**src/rtl/s2p_pkg.sv**
```systemverilog
// Shared constants for the serial-to-parallel receiver: default COM symbol,
// word width, FSM state encoding and a helper that sizes the bit counter.
// Imported by rx_shift_reg and serial_to_parallel_rx.
package s2p_pkg;

    localparam int unsigned WIDTH_DEF   = 8;
    localparam logic [7:0]  COM_SYM_DEF = 8'hBC;

    // Alignment state: hunting for a COM, confirming COM spacing, locked to words
    typedef enum logic [1:0] {
        ST_SEARCH = 2'd0,
        ST_ALIGN  = 2'd1,
        ST_LOCKED = 2'd2
    } state_e;

    // Bits needed to count 0..w-1 inside a word
    function automatic int unsigned cnt_width(input int unsigned w);
        return (w > 1) ? $clog2(w) : 1;
    endfunction

    localparam int unsigned BIT_CNT_W = cnt_width(WIDTH_DEF);

endpackage

```
**src/rtl/rx_shift_reg.sv**
```systemverilog
// WIDTH-bit serial-in/parallel-out shift register, MSB first, async active-low clear.
// Latency: nsr_o is the combinational next value; sr_o is the registered value.
// No backpressure: shifts one bit on every rising clock edge.
module rx_shift_reg
    import s2p_pkg::*;
#(
    parameter int unsigned WIDTH = WIDTH_DEF
) (
    input  logic             clk_i,
    input  logic             rst_ni,
    input  logic             data_i,
    output logic [WIDTH-1:0] sr_o,
    output logic [WIDTH-1:0] nsr_o
);

    logic [WIDTH-1:0] sr_q;

    // Newest bit enters at the LSB so the first bit of a word ends up as its MSB
    assign nsr_o = {sr_q[WIDTH-2:0], data_i};
    assign sr_o  = sr_q;

    // Shift every edge; reset clears the whole register immediately
    always_ff @(posedge clk_i or negedge rst_ni) begin
        if (!rst_ni) begin
            sr_q <= '0;
        end else begin
            sr_q <= nsr_o;
        end
    end

endmodule

```
**src/rtl/serial_to_parallel_rx.sv**
```systemverilog
// Serial receiver: hunts COM symbols to find word alignment, then emits each received word.
// Latency: word visible right after the edge that samples its last bit; all outputs registered.
// No backpressure: consumes one bit per dclk edge. Optional macro S2P_COM_CNT_EN adds com_count.
module serial_to_parallel_rx
    import s2p_pkg::*;
#(
    parameter int unsigned      WIDTH     = WIDTH_DEF,
    parameter logic [WIDTH-1:0] COM_SYM   = COM_SYM_DEF,
    parameter int unsigned      LOCK_COMS = 4
) (
    input  logic             dclk,
    input  logic             reset_L,
    input  logic             data_in,
    output logic [WIDTH-1:0] data_out,
    output logic             valid_out,
    output logic             word_stb,
    output logic             active
`ifdef S2P_COM_CNT_EN
    ,
    output logic [15:0]      com_count
`endif
);

    localparam int unsigned CNT_W = cnt_width(WIDTH);

    logic [WIDTH-1:0] sr;
    logic [WIDTH-1:0] nsr;

    state_e           state_q;
    logic [CNT_W-1:0] bit_cnt_q;
    logic [3:0]       coms_q;
    logic [WIDTH-1:0] data_q;
    logic             valid_q;
    logic             stb_q;
    logic             active_q;

    logic             is_com;
    logic             at_boundary;
    logic             coms_hit;
    logic [CNT_W-1:0] bit_cnt_inc;

    rx_shift_reg #(
        .WIDTH (WIDTH)
    ) u_shift (
        .clk_i  (dclk),
        .rst_ni (reset_L),
        .data_i (data_in),
        .sr_o   (sr),
        .nsr_o  (nsr)
    );

    // Full shift-register contents are only consumed via nsr
    logic unused_sr;
    assign unused_sr = ^sr;

    // Word-boundary and COM decode on the value the shift register is about to hold
    always_comb begin
        is_com      = (nsr == COM_SYM);
        at_boundary = (bit_cnt_q == CNT_W'(WIDTH - 1));
        bit_cnt_inc = at_boundary ? '0 : bit_cnt_q + CNT_W'(1);
        coms_hit    = (({1'b0, coms_q} + 5'd1) == 5'(LOCK_COMS));
    end

    // Alignment FSM with registered word outputs; only reset leaves LOCKED
    always_ff @(posedge dclk or negedge reset_L) begin
        if (!reset_L) begin
            state_q   <= ST_SEARCH;
            bit_cnt_q <= '0;
            coms_q    <= '0;
            data_q    <= '0;
            valid_q   <= 1'b0;
            stb_q     <= 1'b0;
            active_q  <= 1'b0;
        end else begin
            stb_q <= 1'b0;
            case (state_q)
                ST_SEARCH: begin
                    // Any bit position may start a COM; the edge that completes one defines the boundary
                    if (is_com) begin
                        state_q   <= ST_ALIGN;
                        bit_cnt_q <= '0;
                        coms_q    <= 4'd1;
                    end
                end
                ST_ALIGN: begin
                    bit_cnt_q <= bit_cnt_inc;
                    if (at_boundary) begin
                        if (is_com && coms_hit) begin
                            // The locking COM is reported as the first (non-payload) word
                            state_q   <= ST_LOCKED;
                            bit_cnt_q <= '0;
                            data_q    <= COM_SYM;
                            valid_q   <= 1'b0;
                            stb_q     <= 1'b1;
                            active_q  <= 1'b1;
                        end else if (is_com) begin
                            coms_q <= coms_q + 4'd1;
                        end else begin
                            // Misaligned word is dropped; hunting restarts on the following bits
                            state_q <= ST_SEARCH;
                            coms_q  <= '0;
                        end
                    end
                end
                ST_LOCKED: begin
                    bit_cnt_q <= bit_cnt_inc;
                    if (at_boundary) begin
                        data_q  <= nsr;
                        valid_q <= !is_com;
                        stb_q   <= 1'b1;
                    end
                end
                default: begin
                    state_q <= ST_SEARCH;
                end
            endcase
        end
    end

    assign data_out  = data_q;
    assign valid_out = valid_q;
    assign word_stb  = stb_q;
    assign active    = active_q;

`ifdef S2P_COM_CNT_EN
    logic [15:0] com_cnt_q;
    logic [15:0] com_cnt_d;
    logic        com_evt;

    // A COM word is counted when it is reported: at lock and at every locked boundary
    always_comb begin
        com_evt = is_com && at_boundary &&
                  ((state_q == ST_LOCKED) || ((state_q == ST_ALIGN) && coms_hit));
        com_cnt_d = com_cnt_q;
        if (com_evt && (com_cnt_q != 16'hFFFF)) begin
            com_cnt_d = com_cnt_q + 16'd1;
        end
    end

    // Saturating COM word counter
    always_ff @(posedge dclk or negedge reset_L) begin
        if (!reset_L) begin
            com_cnt_q <= '0;
        end else begin
            com_cnt_q <= com_cnt_d;
        end
    end

    assign com_count = com_cnt_q;
`endif

endmodule

```
**config.mk**
```make
export PLATFORM = sky130hd
export DESIGN_NAME = serial_to_parallel_rx
export DESIGN_NICKNAME = d
export VERILOG_FILES = /design/src/rtl/s2p_pkg.sv /design/src/rtl/rx_shift_reg.sv /design/src/rtl/serial_to_parallel_rx.sv
export SDC_FILE = /design/constraint.sdc
export NUM_CORES = 1
export LEC_CHECK = 0
export ABC_CLOCK_PERIOD_IN_PS = 1900
export BUFFER_PORTS_ARGS = -buffer_cell sky130_fd_sc_hd__buf_4
export CORE_AREA = 2 2 58 60
export DETAILED_ROUTE_END_ITERATION = 10
export DIE_AREA = 0 0 60 62
export SKIP_CTS_REPAIR_TIMING = 1
export SLEW_MARGIN = 20
export SYNTH_ARGS = -nofsm -noshare
export SYNTH_HDL_FRONTEND = slang
export SYNTH_SLANG_ARGS = --single-unit
export TNS_END_PERCENT = 1
```
**constraint.sdc**
```tcl
create_clock -name dclk -period 1.9 [get_ports dclk]
set_input_delay 0.095 -clock dclk [delete_from_list [all_inputs] [get_ports dclk]]
set_output_delay 0.095 -clock dclk [all_outputs]
set_load 0.02 [all_outputs]
```
==> impl_metrics.sql, run 1 <==
INSERT INTO impl_metrics (metric_group, metric, value, unit) VALUES
('status', 'outcome', 'finished clean', ''),
('routing', 'drc', '0', ''),
('sta', 'worst_pin_slew', '0.366', 'ns'),
('yosys', 'yosys_warnings', '0', ''),
('yosys', 'synth.cell_area', '0.00136', 'sq mm'),
('placed_design', 'dp_hpwl', '2010', 'microns'),
('routing', 'totalWireLength', '2770', 'microns'),
('global_routing', 'groute.usage.overall', '0.163', ''),
('clock_tree', 'root_buffer', 'sky130_fd_sc_hd__clkbuf_4', ''),
('yosys', 'synth_top_cells_by_count', 'sky130_fd_sc_hd__dfrtp_1 (27), sky130_fd_sc_hd__o21ai_0 (10), sky130_fd_sc_hd__ha_1 (8)', ''),
('placed_design', 'post_dp_cell_area', '0.00155', 'sq mm'),
('cells_and_area', 'area_of_the_multi_input_gates', '688', 'sq um'),
('yosys', 'netlist-cell-type-count', '45', ''),
('routing', 'drt_pre_antenna_iters', '4', ''),
('cells_and_area', 'antenna-diode-count', '0', ''),
('pwr', 'proportion_of_power_drawn_by_combinational_gates', '0.119', ''),
('worst_hold_path', 'min_path_type', 'in -> async', ''),
('yosys', 'synth-seq-cells', '27', ''),
('pwr', 'vdd.ir_drop.worst', '0.413', 'mV'),
('clock_tree', 'sink_count', '27', ''),
('sta', 'fin_crit', '1.87', 'ns'),
('floorplan', 'initial_core_util', '0.427', ''),
('floorplan', 'dieArea', '0.00372', 'sq mm'),
('cells_and_area', 'share_of_final_layout_standard_cells_stronger_than_drive_strength_1', '0.313', ''),
('sta', 'maxClockFrequency', '535', 'MHz'),
('sta', 'grt_setup_unrepaired', 'yes', ''),
('yosys', 'synth_top_flop_cell', 'sky130_fd_sc_hd__dfrtp_1', ''),
('sta', 'count_of_final_setup_violators', '0', ''),
('yosys', 'synth.most_common_cell', 'sky130_fd_sc_hd__dfrtp_1', ''),
('worst_setup_path', 'startpoint_to_endpoint_class_of_the_critical_path', 'reg -> reg', ''),
('job', 'drv_cap', '0', ''),
('global_routing', 'first_global_vias', '973', ''),
('routing', 'drt.antenna.violating_nets', '0', ''),
('floorplan', 'row_count', '21', ''),
('cells_and_area', 'seqCellArea', '676', 'sq um'),
('clock_tree', 'tritoncts', 'built', ''),
('yosys', 'post_synthesis_sequential_area_ratio', '0.497', ''),
('cells_and_area', 'fillCellCount', '303', ''),
('floorplan', 'fp.dieW', '60', 'microns'),
('routing', 'detail_route.wl_per_cell', '14.4', 'microns'),
('pwr', 'total_switching_power', '253', 'uW'),
('clock_tree', 'path_clk_slew', '0.14', 'ns'),
('sta', 'finalSetupTns', '0', 'ns'),
('placed_design', 'finalWeightedCongestion', '0.802', ''),
('global_routing', 'overflow', '0', ''),
('cells_and_area', 'area_growth_syn_to_fin', '23.3', '%'),
('worst_setup_path', 'crit_required', '2.12', 'ns'),
('pwr', 'clock_power_share', '0.252', ''),
('worst_setup_path', 'worst-endpoint-arrival', '2.09', 'ns'),
('floorplan', 'die_height', '62', 'microns'),
('sta', 'whs', '0.196', 'ns'),
('sta', 'final-max-slew-violation-count', '0', ''),
('clock_tree', 'htreeDepth', '1', ''),
('cells_and_area', 'finish.net_count', '159', ''),
('pwr', 'netSwitchingFraction', '0.259', ''),
('global_routing', 'maximum_number_of_pins_on_one_net_before_global_route_repair', '28', ''),
('routing', 'drtIter0Drc', '26', ''),
('sta', 'hold_viol_final', '0', ''),
('yosys', 'synth-edff-count', '0', ''),
('pwr', 'power_internal', '723', 'uW'),
('sta', 'finalClockSkew', '0.00453', 'ns'),
('yosys', 'post-synth-top-area-cell', 'sky130_fd_sc_hd__dfrtp_1', ''),
('worst_setup_path', 'cp-start-kind', 'flip-flop', ''),
('worst_setup_path', 'critical_path.endpoint_type', 'flip-flop', ''),
('sta', 'maxSlewHeadroom', '0.756', ''),
('yosys', 'synth_top_area_share', '0.497', ''),
('yosys', 'synth.area.top_cells', 'sky130_fd_sc_hd__dfrtp_1 (50%), sky130_fd_sc_hd__ha_1 (7.4%), sky130_fd_sc_hd__o21ai_0 (3.7%)', ''),
('placed_design', 'numPortBuffers', '13', ''),
('pwr', 'pwr_density_cell', '583', 'mW/mm^2'),
('yosys', 'async_reset_ff_frac', '1.00', ''),
('routing', 'drt-vias-per-instance', '5.30', '');
==> state kept, by name, summed over array words and instances (netlist names) <==
register	cells
active	1
state_q	2
word_stb	1
u_shift.sr_o	7
coms_q	4
valid_out	1
data_out	8
bit_cnt_q	3
==> final cells by class <==
cell class,count,area share
clock inverter,1,0.00299
sequential,27,0.403
tap,46,0.0344
multi-input combinational,84,0.411
clock buffer,3,0.0134
inverter,6,0.0134
timing repair buffer,26,0.122
==> power groups by stage <==
stage	Clock, mW	Combinational, mW	Sequential [mW]
floorplan	0	0.0680	0.620
global placement	0	0.108	0.624
CTS	0.256	0.109	0.614
finish	0.246	0.116	0.614
global route	0.276	0.132	0.618
detailed placement	0	0.109	0.625
==> cell usage in the layout (no fill, tap or decap), types with 2 or more instances in the layout <==
| master | n |
|---|---|
| sky130_fd_sc_hd__o2111ai_1 | 2 |
| sky130_fd_sc_hd__a22o_1 | 3 |
| sky130_fd_sc_hd__nand3_1 | 2 |
| sky130_fd_sc_hd__a21oi_1 | 4 |
| sky130_fd_sc_hd__o21ai_0 | 10 |
| sky130_fd_sc_hd__a21o_2 | 2 |
| sky130_fd_sc_hd__nand2_1 | 6 |
| sky130_fd_sc_hd__dfrtp_1 | 27 |
| sky130_fd_sc_hd__dlygate4sd3_1 | 2 |
| sky130_fd_sc_hd__o22ai_1 | 2 |
| sky130_fd_sc_hd__inv_1 | 6 |
| sky130_fd_sc_hd__ha_1 | 6 |
| sky130_fd_sc_hd__nor2_1 | 5 |
| sky130_fd_sc_hd__buf_4 | 23 |
| sky130_fd_sc_hd__nor2_2 | 2 |
| sky130_fd_sc_hd__clkbuf_4 | 3 |
| sky130_fd_sc_hd__a31oi_1 | 4 |
| sky130_fd_sc_hd__o22a_1 | 5 |
| sky130_fd_sc_hd__or2_2 | 2 |
==> worst max-delay path: stages (launching register included) <==
cell and delay, ns:
sky130_fd_sc_hd__dfrtp_1 0.46, sky130_fd_sc_hd__buf_6 0.14, sky130_fd_sc_hd__and3b_1 0.18, sky130_fd_sc_hd__o41ai_4 0.43, sky130_fd_sc_hd__and2_4 0.24, sky130_fd_sc_hd__nor4_1 0.05, sky130_fd_sc_hd__a311o_1 0.27
==> path summary, 6_finish.rpt <==
check | start | endpoint | slack (ns) | cells after the start
hold reg to reg | u_shift.sr_o[4] | u_shift.sr_o[5] | 0.42 | 0
setup / recovery | coms_q[0] | coms_q[0] | 0.03 | 6
hold / removal | reset_L | coms_q[3] | 0.20 | 2
max in group asynchronous | reset_L | data_out[0] | 1.46 | 2
setup reg to reg | coms_q[0] | coms_q[0] | 0.03 | 6
min in group dclk | u_shift.sr_o[4] | u_shift.sr_o[5] | 0.42 | 0
==> metal layers <==
metal,vias to the layer above,wire (microns),share of wire
met4,0,19,0.0069
met2,19,1390,0.50
met3,2,86,0.031
met1,500,1280,0.46
met5,-,0,0
li1,502,-,-
==> cell families (layout without fill, tap and decap cells) <==
logic type | after synthesis | in the layout | share of synthesized area
mux | 3 | 3 | 0.0267
simple gates | 31 | 31 | 0.140
compound gates | 42 | 42 | 0.228
flops | 27 | 27 | 0.497
buf+inv | 11 | 36 | 0.0341
fa+ha+maj | 8 | 8 | 0.0737
==> through the flow <==
| step | power (mW) | utilization | setup slack (ns) |
|---|---|---|---|
| after global placement | 0.732 | 0.488 | 0.101 |
| final | 0.976 | 0.527 | 0.0302 |
| after CTS | 0.979 | 0.496 | 0.0600 |
| after detailed placement | 0.734 | 0.488 | 0.0946 |
| after global routing | 1.03 | 0.527 | -0.0395 |
| after floorplan | 0.688 | - | 0.0713 |
(Power assumes the default switching activity.)
==> run 2: changes to the inputs <==
==> constraint.sdc (replaced) <==
create_clock -name dclk -period 1.9 [get_ports dclk]
set_input_delay 0.38 -clock dclk [delete_from_list [all_inputs] [get_ports dclk]]
set_output_delay 0.38 -clock dclk [all_outputs]
set_load 0.02 [all_outputs]
==> run 2 against run 1 <==
Wire length is 1.7% lower. Clock skew increased by 0.0059 ns. Critical endpoint is now state_q[0]. Global-route usage down 0.13 points. Critical path type unchanged. Highest routed layer unchanged.
==> impl_metrics.sql, run 2 (same netlist as run 1, synthesis figures left out) <==
INSERT INTO impl_metrics (metric_group, metric, value, unit) VALUES
('worst_hold_path', 'timing.hold.worst_endpoint', 'u_shift.sr_o[0]', ''),
('clock_tree', 'tritoncts.num_buffers', '3', ''),
('routing', 'number_of_vias_after_detailed_routing', '1004', ''),
('global_routing', 'global_route_wire_length_before_repair', '4450', 'microns'),
('cells_and_area', 'share_of_final_layout_standard_cells_stronger_than_drive_strength_1', '0.287', ''),
('sta', 'final-max-slew-violation-count', '0', ''),
('placed_design', 'post_dp_cell_area', '0.00155', 'sq mm'),
('cells_and_area', 'antenna-diode-count', '0', ''),
('sta', 'layout_worst_path_cycle_share', '0.963', ''),
('cells_and_area', 'finish.net_count', '155', ''),
('clock_tree', 'tritoncts', 'built', ''),
('sta', 'count_of_final_setup_violators', '0', ''),
('sta', 'fin_crit', '1.83', 'ns'),
('global_routing', 'first_global_vias', '944', ''),
('routing', 'drt_pre_antenna_iters', '4', ''),
('clock_tree', 'sink_count', '27', ''),
('clock_tree', 'htreeDepth', '1', ''),
('floorplan', 'initial_core_util', '0.427', ''),
('sta', 'whs', '0.167', 'ns'),
('clock_tree', 'cts.path.max_buffers', '2', ''),
('sta', 'worst_pin_slew', '0.384', 'ns'),
('cells_and_area', 'instances_no_fill', '189', ''),
('pwr', 'clock_power_share', '0.252', ''),
('worst_setup_path', 'worstRegToRegCells', '6', ''),
('global_routing', 'grt_antenna_before_repair', '0', ''),
('sta', 'finalClockSkew', '0.0104', 'ns'),
('floorplan', 'fp.dieW', '60', 'microns'),
('status', 'outcome', 'finished clean', ''),
('worst_hold_path', 'worstHoldStart', 'data_in', ''),
('worst_setup_path', 'cp-start-kind', 'flip-flop', ''),
('worst_setup_path', 'worst-endpoint-arrival', '2.10', 'ns'),
('pwr', 'seq_power_share', '0.631', ''),
('pwr', 'proportion_of_power_drawn_by_combinational_gates', '0.117', ''),
('pwr', 'power_internal', '725', 'uW'),
('sta', 'final_worst_path_setup_slack', '0.0707', 'ns'),
('job', 'drv_cap', '0', ''),
('floorplan', 'dieArea', '0.00372', 'sq mm'),
('routing', 'detail_route.wl_per_cell', '14.4', 'microns'),
('cells_and_area', 'largest_reg_flops', '8', ''),
('worst_setup_path', 'timing.rr.start', 'coms_q[0]', ''),
('clock_tree', 'clkLatencyLatePin', '0.32', 'ns'),
('floorplan', 'row_count', '21', ''),
('floorplan', 'die_height', '62', 'microns'),
('routing', 'drt-vias-per-instance', '5.31', ''),
('cells_and_area', 'area_growth_syn_to_fin', '17.8', '%'),
('worst_setup_path', 'startpoint_to_endpoint_class_of_the_critical_path', 'reg -> reg', ''),
('pwr', 'vdd.ir_drop.worst', '0.438', 'mV'),
('placed_design', 'placed_cells', '184', ''),
('routing', 'drt.antenna.violating_nets', '0', ''),
('routing', 'totalWireLength', '2730', 'microns'),
('sta', 'hold_viol_final', '0', ''),
('worst_setup_path', 'critical_path.endpoint_type', 'flip-flop', ''),
('placed_design', 'post_placement_setup_slack', '0.0388', 'ns'),
('worst_setup_path', 'worst_r2r_endpoint', 'state_q[0]', ''),
('worst_hold_path', 'min_delay_path_depth', '1', ''),
('floorplan', 'count_of_pins_on_the_block_boundary', '14', ''),
('sta', 'maxSlewHeadroom', '0.744', ''),
('pwr', 'report.power.total', '973', 'uW'),
('worst_setup_path', 'r2r_slack', '0.07', 'ns'),
('global_routing', 'overflow', '0', ''),
('worst_hold_path', 'min_path_type', 'in -> reg', ''),
('floorplan', 'floorplan.core_area', '0.00318', 'sq mm'),
('pwr', 'pwr_density_cell', '608', 'mW/mm^2'),
('worst_setup_path', 'timing.critical_path.fanout_max', '7', ''),
('clock_tree', 'path_clk_slew', '0.14', 'ns'),
('placed_design', 'dp_hpwl', '1990', 'microns'),
('worst_setup_path', 'crit_required', '2.17', 'ns'),
('placed_design', 'numPortBuffers', '13', ''),
('clock_tree', 'root_buffer', 'sky130_fd_sc_hd__clkbuf_4', ''),
('routing', 'drtIter0Drc', '41', ''),
('cells_and_area', 'area_of_all_placed_cells_without_fillers', '0.00160', 'sq mm'),
('global_routing', 'groute.usage.overall', '0.162', ''),
('cells_and_area', 'layout.cells.most_common_list', 'sky130_fd_sc_hd__dfrtp_1 (27), sky130_fd_sc_hd__buf_4 (21), sky130_fd_sc_hd__o21ai_0 (10)', ''),
('sta', 'maxClockFrequency', '547', 'MHz'),
('cells_and_area', 'final_common_cell', 'sky130_fd_sc_hd__dfrtp_1', ''),
('pwr', 'total_switching_power', '247', 'uW'),
('placed_design', 'finalWeightedCongestion', '0.805', ''),
('routing', 'drc', '0', ''),
('global_routing', 'maximum_number_of_pins_on_one_net_before_global_route_repair', '28', ''),
('pwr', 'netSwitchingFraction', '0.254', ''),
('pwr', 'power.leakage', '0.715', 'nW');
-- run 2: per-layer routing --
layer  global-route usage  vias to the layer above  part of all wire
met5                    0                        -                 0
met1                0.235                      485              0.48
met2                0.245                       20              0.48
met3               0.0248                        5             0.028
li1                     -                      494                 -
met4               0.0571                        0             0.015
-- run 2: power groups by stage --
stage               logic [mW]  registers [mW]  clock network (mW)
finish                   0.113           0.614               0.245
global route             0.128           0.618               0.283
CTS                      0.111           0.613               0.259
detailed placement       0.111           0.625                   0
global placement         0.109           0.623                   0
floorplan               0.0680           0.620                   0
-- run 2: final cells by class --
class                           instances  area [sq um]
Fill cell                             290          1580
Sequential cell                        27           676
Multi-Input combinational cell         84           651
Timing Repair Buffer                   22           168
Tap cell                               46          57.6
Clock buffer                            4          26.3
Inverter                                6          22.5
-- run 2: per-stage QoR --
step / util / setup TNS [ns]
3_3_place_gp: 0.488 / 0
2_1_floorplan: - / 0
5_1_grt: 0.503 / -0.00462
4_1_cts: 0.496 / 0
3_5_place_dp: 0.488 / 0
6_report: 0.503 / 0
-- run 2: worst max-delay path by stage --
stage / start / endpoint
final: coms_q[0] / state_q[0]
after global routing: coms_q[1] / state_q[0]
after CTS: coms_q[1] / state_q[0]
after detailed placement: data_in / coms_q[1]
after global placement: data_in / coms_q[1]
after floorplan: coms_q[0] / coms_q[0]
-- run 2: worst max-delay path, cell delays in order, from the launching register on --
cell and delay [ns]:
sky130_fd_sc_hd__dfrtp_1 0.39, sky130_fd_sc_hd__ha_2 0.23, sky130_fd_sc_hd__or3b_1 0.39, sky130_fd_sc_hd__o41ai_2 0.09, sky130_fd_sc_hd__nand2_2 0.19, sky130_fd_sc_hd__a2111oi_2 0.36, sky130_fd_sc_hd__nand3b_1 0.14
==> run 3: changes to the inputs <==
--- a/config.mk
+++ b/config.mk
@@ -5,7 +5,7 @@
 export SDC_FILE = /design/constraint.sdc
 export NUM_CORES = 1
 export LEC_CHECK = 0
-export ABC_CLOCK_PERIOD_IN_PS = 1900
+export ABC_CLOCK_PERIOD_IN_PS = 1950
 export BUFFER_PORTS_ARGS = -buffer_cell sky130_fd_sc_hd__buf_4
 export CORE_AREA = 2 2 58 60
 export DETAILED_ROUTE_END_ITERATION = 10
==> constraint.sdc (replaced) <==
create_clock -name dclk -period 1.95 [get_ports dclk]
set_input_delay 0.39 -clock dclk [delete_from_list [all_inputs] [get_ports dclk]]
set_output_delay 0.39 -clock dclk [all_outputs]
set_load 0.02 [all_outputs]
==> run 3 against run 2 <==
Critical path depth shrank 1. Core utilization grew 0.12 points. Setup slack gained 0.054 ns. Combinational power is essentially flat. Die area is the same. Critical path type unchanged. Count of clock-buffer cells in the layout shrank 1.
==> impl_metrics.sql, run 3 (same netlist as run 1, synthesis figures left out) <==
INSERT INTO impl_metrics (metric_group, metric, value, unit) VALUES
('floorplan', 'count_of_pins_on_the_block_boundary', '14', ''),
('sta', 'worst_pin_slew', '0.329', 'ns'),
('cells_and_area', 'final_common_cell', 'sky130_fd_sc_hd__dfrtp_1', ''),
('clock_tree', 'path_clk_slew', '0.15', 'ns'),
('sta', 'finalClockSkew', '0.00233', 'ns'),
('floorplan', 'die_height', '62', 'microns'),
('worst_setup_path', 'worst-endpoint-arrival', '2.10', 'ns'),
('global_routing', 'global_route_wire_length_before_repair', '4610', 'microns'),
('status', 'outcome', 'finished clean', ''),
('worst_hold_path', 'min_path_type', 'in -> reg', ''),
('worst_setup_path', 'startpoint_to_endpoint_class_of_the_critical_path', 'reg -> reg', ''),
('worst_setup_path', 'cp-start-kind', 'flip-flop', ''),
('floorplan', 'dieArea', '0.00372', 'sq mm'),
('clock_tree', 'clkLatencyLatePin', '0.32', 'ns'),
('cells_and_area', 'area_growth_syn_to_fin', '18.0', '%'),
('routing', 'drc', '0', ''),
('clock_tree', 'htreeDepth', '1', ''),
('floorplan', 'floorplan.core_area', '0.00318', 'sq mm'),
('job', 'drv_cap', '0', ''),
('global_routing', 'grt_antenna_before_repair', '0', ''),
('cells_and_area', 'area_of_all_placed_cells_without_fillers', '0.00160', 'sq mm'),
('global_routing', 'maximum_number_of_pins_on_one_net_before_global_route_repair', '28', ''),
('sta', 'final_worst_path_setup_slack', '0.125', 'ns'),
('cells_and_area', 'antenna-diode-count', '0', ''),
('sta', 'finalSetupTns', '0', 'ns'),
('routing', 'detail_route.wl_per_cell', '14.1', 'microns'),
('pwr', 'power.leakage', '0.732', 'nW'),
('sta', 'maxClockFrequency', '548', 'MHz'),
('routing', 'drtIter0Drc', '22', ''),
('routing', 'drt_pre_antenna_iters', '4', ''),
('placed_design', 'dp_hpwl', '2040', 'microns'),
('global_routing', 'groute.usage.overall', '0.167', ''),
('global_routing', 'overflow', '0', ''),
('floorplan', 'initial_core_util', '0.427', ''),
('sta', 'whs', '0.180', 'ns'),
('clock_tree', 'cts.path.max_buffers', '2', ''),
('pwr', 'vdd.ir_drop.worst', '0.421', 'mV'),
('worst_setup_path', 'timing.critical_path.fanout_max', '7', ''),
('sta', 'layout_worst_path_cycle_share', '0.936', ''),
('routing', 'number_of_vias_after_detailed_routing', '995', ''),
('placed_design', 'post_dp_cell_area', '0.00157', 'sq mm'),
('pwr', 'report.power.total', '953', 'uW'),
('routing', 'drt-vias-per-instance', '5.21', ''),
('cells_and_area', 'finish.net_count', '157', ''),
('sta', 'final-max-slew-violation-count', '0', ''),
('worst_setup_path', 'critical_path.endpoint_type', 'flip-flop', ''),
('floorplan', 'fp.dieW', '60', 'microns'),
('routing', 'totalWireLength', '2700', 'microns'),
('sta', 'maxSlewHeadroom', '0.778', ''),
('sta', 'grt_setup_unrepaired', 'yes', ''),
('clock_tree', 'sink_count', '27', ''),
('cells_and_area', 'layout.cells.most_common_list', 'sky130_fd_sc_hd__dfrtp_1 (27), sky130_fd_sc_hd__buf_4 (23), sky130_fd_sc_hd__o21ai_0 (10)', ''),
('worst_setup_path', 'crit_required', '2.22', 'ns'),
('sta', 'count_of_final_setup_violators', '0', ''),
('pwr', 'pwr_density_cell', '594', 'mW/mm^2'),
('global_routing', 'first_global_vias', '979', ''),
('floorplan', 'row_count', '21', ''),
('cells_and_area', 'share_of_final_layout_standard_cells_stronger_than_drive_strength_1', '0.283', ''),
('cells_and_area', 'largest_reg_flops', '8', ''),
('clock_tree', 'tritoncts.num_buffers', '3', ''),
('clock_tree', 'tritoncts', 'built', ''),
('sta', 'fin_crit', '1.83', 'ns'),
('placed_design', 'post_placement_setup_slack', '0.117', 'ns'),
('placed_design', 'finalWeightedCongestion', '0.774', ''),
('sta', 'hold_viol_final', '0', ''),
('routing', 'drt.antenna.violating_nets', '0', ''),
('clock_tree', 'root_buffer', 'sky130_fd_sc_hd__clkbuf_4', ''),
('placed_design', 'numPortBuffers', '13', '');
run 3: final cells by class:
class,instances,area (sq um)
Clock buffer,3,22.5
Clock inverter,1,5.00
Fill cell,299,1580
Inverter,6,22.5
Multi-Input combinational cell,84,638
Sequential cell,27,676
Tap cell,46,57.6
Timing Repair Buffer,24,183
run 3: metal layers:
metal,part of all wire,GRT usage,vias up
met2,0.50,0.275,9
li1,-,-,501
met1,0.47,0.228,483
met5,0,0,-
met4,0.0070,0.0571,0
met3,0.018,0.0248,2
run 3: path summary, 6_finish.rpt:
check / from / slack (ns) / end / depth (start not counted)
max in group asynchronous: reset_L / 1.21 / data_out[2] / 2
worst max-delay path: coms_q[0] / 0.12 / state_q[0] / 5
min in group asynchronous: reset_L / 0.49 / state_q[0] / 2
worst min register to register: u_shift.sr_o[5] / 0.42 / u_shift.sr_o[6] / 0
worst max register to register: coms_q[0] / 0.12 / state_q[0] / 5
worst min-delay path: data_in / 0.18 / u_shift.sr_o[0] / 1
run 3: where the power goes:
| group | total [mW] | switching, mW | internal (mW) |
|---|---|---|---|
| registers | 0.597 | 0.0167 | 0.581 |
| logic | 0.113 | 0.0654 | 0.0479 |
| clock network | 0.242 | 0.166 | 0.0769 |
run 3: worst max-delay path, cell delays in order, from the launching register on:
cell and delay [ns]:
sky130_fd_sc_hd__dfrtp_1 0.41, sky130_fd_sc_hd__ha_1 0.26, sky130_fd_sc_hd__o41ai_2 0.43, sky130_fd_sc_hd__nand2_2 0.18
sky130_fd_sc_hd__a2111oi_2 0.36, sky130_fd_sc_hd__nand3b_1 0.14
run 3: through the flow:
stage | std cells | util
after floorplan | 122 | -
after global placement | 186 | 0.492
after detailed placement | 186 | 0.492
after CTS | 190 | 0.501
after global routing | 191 | 0.505
final | 191 | 0.505
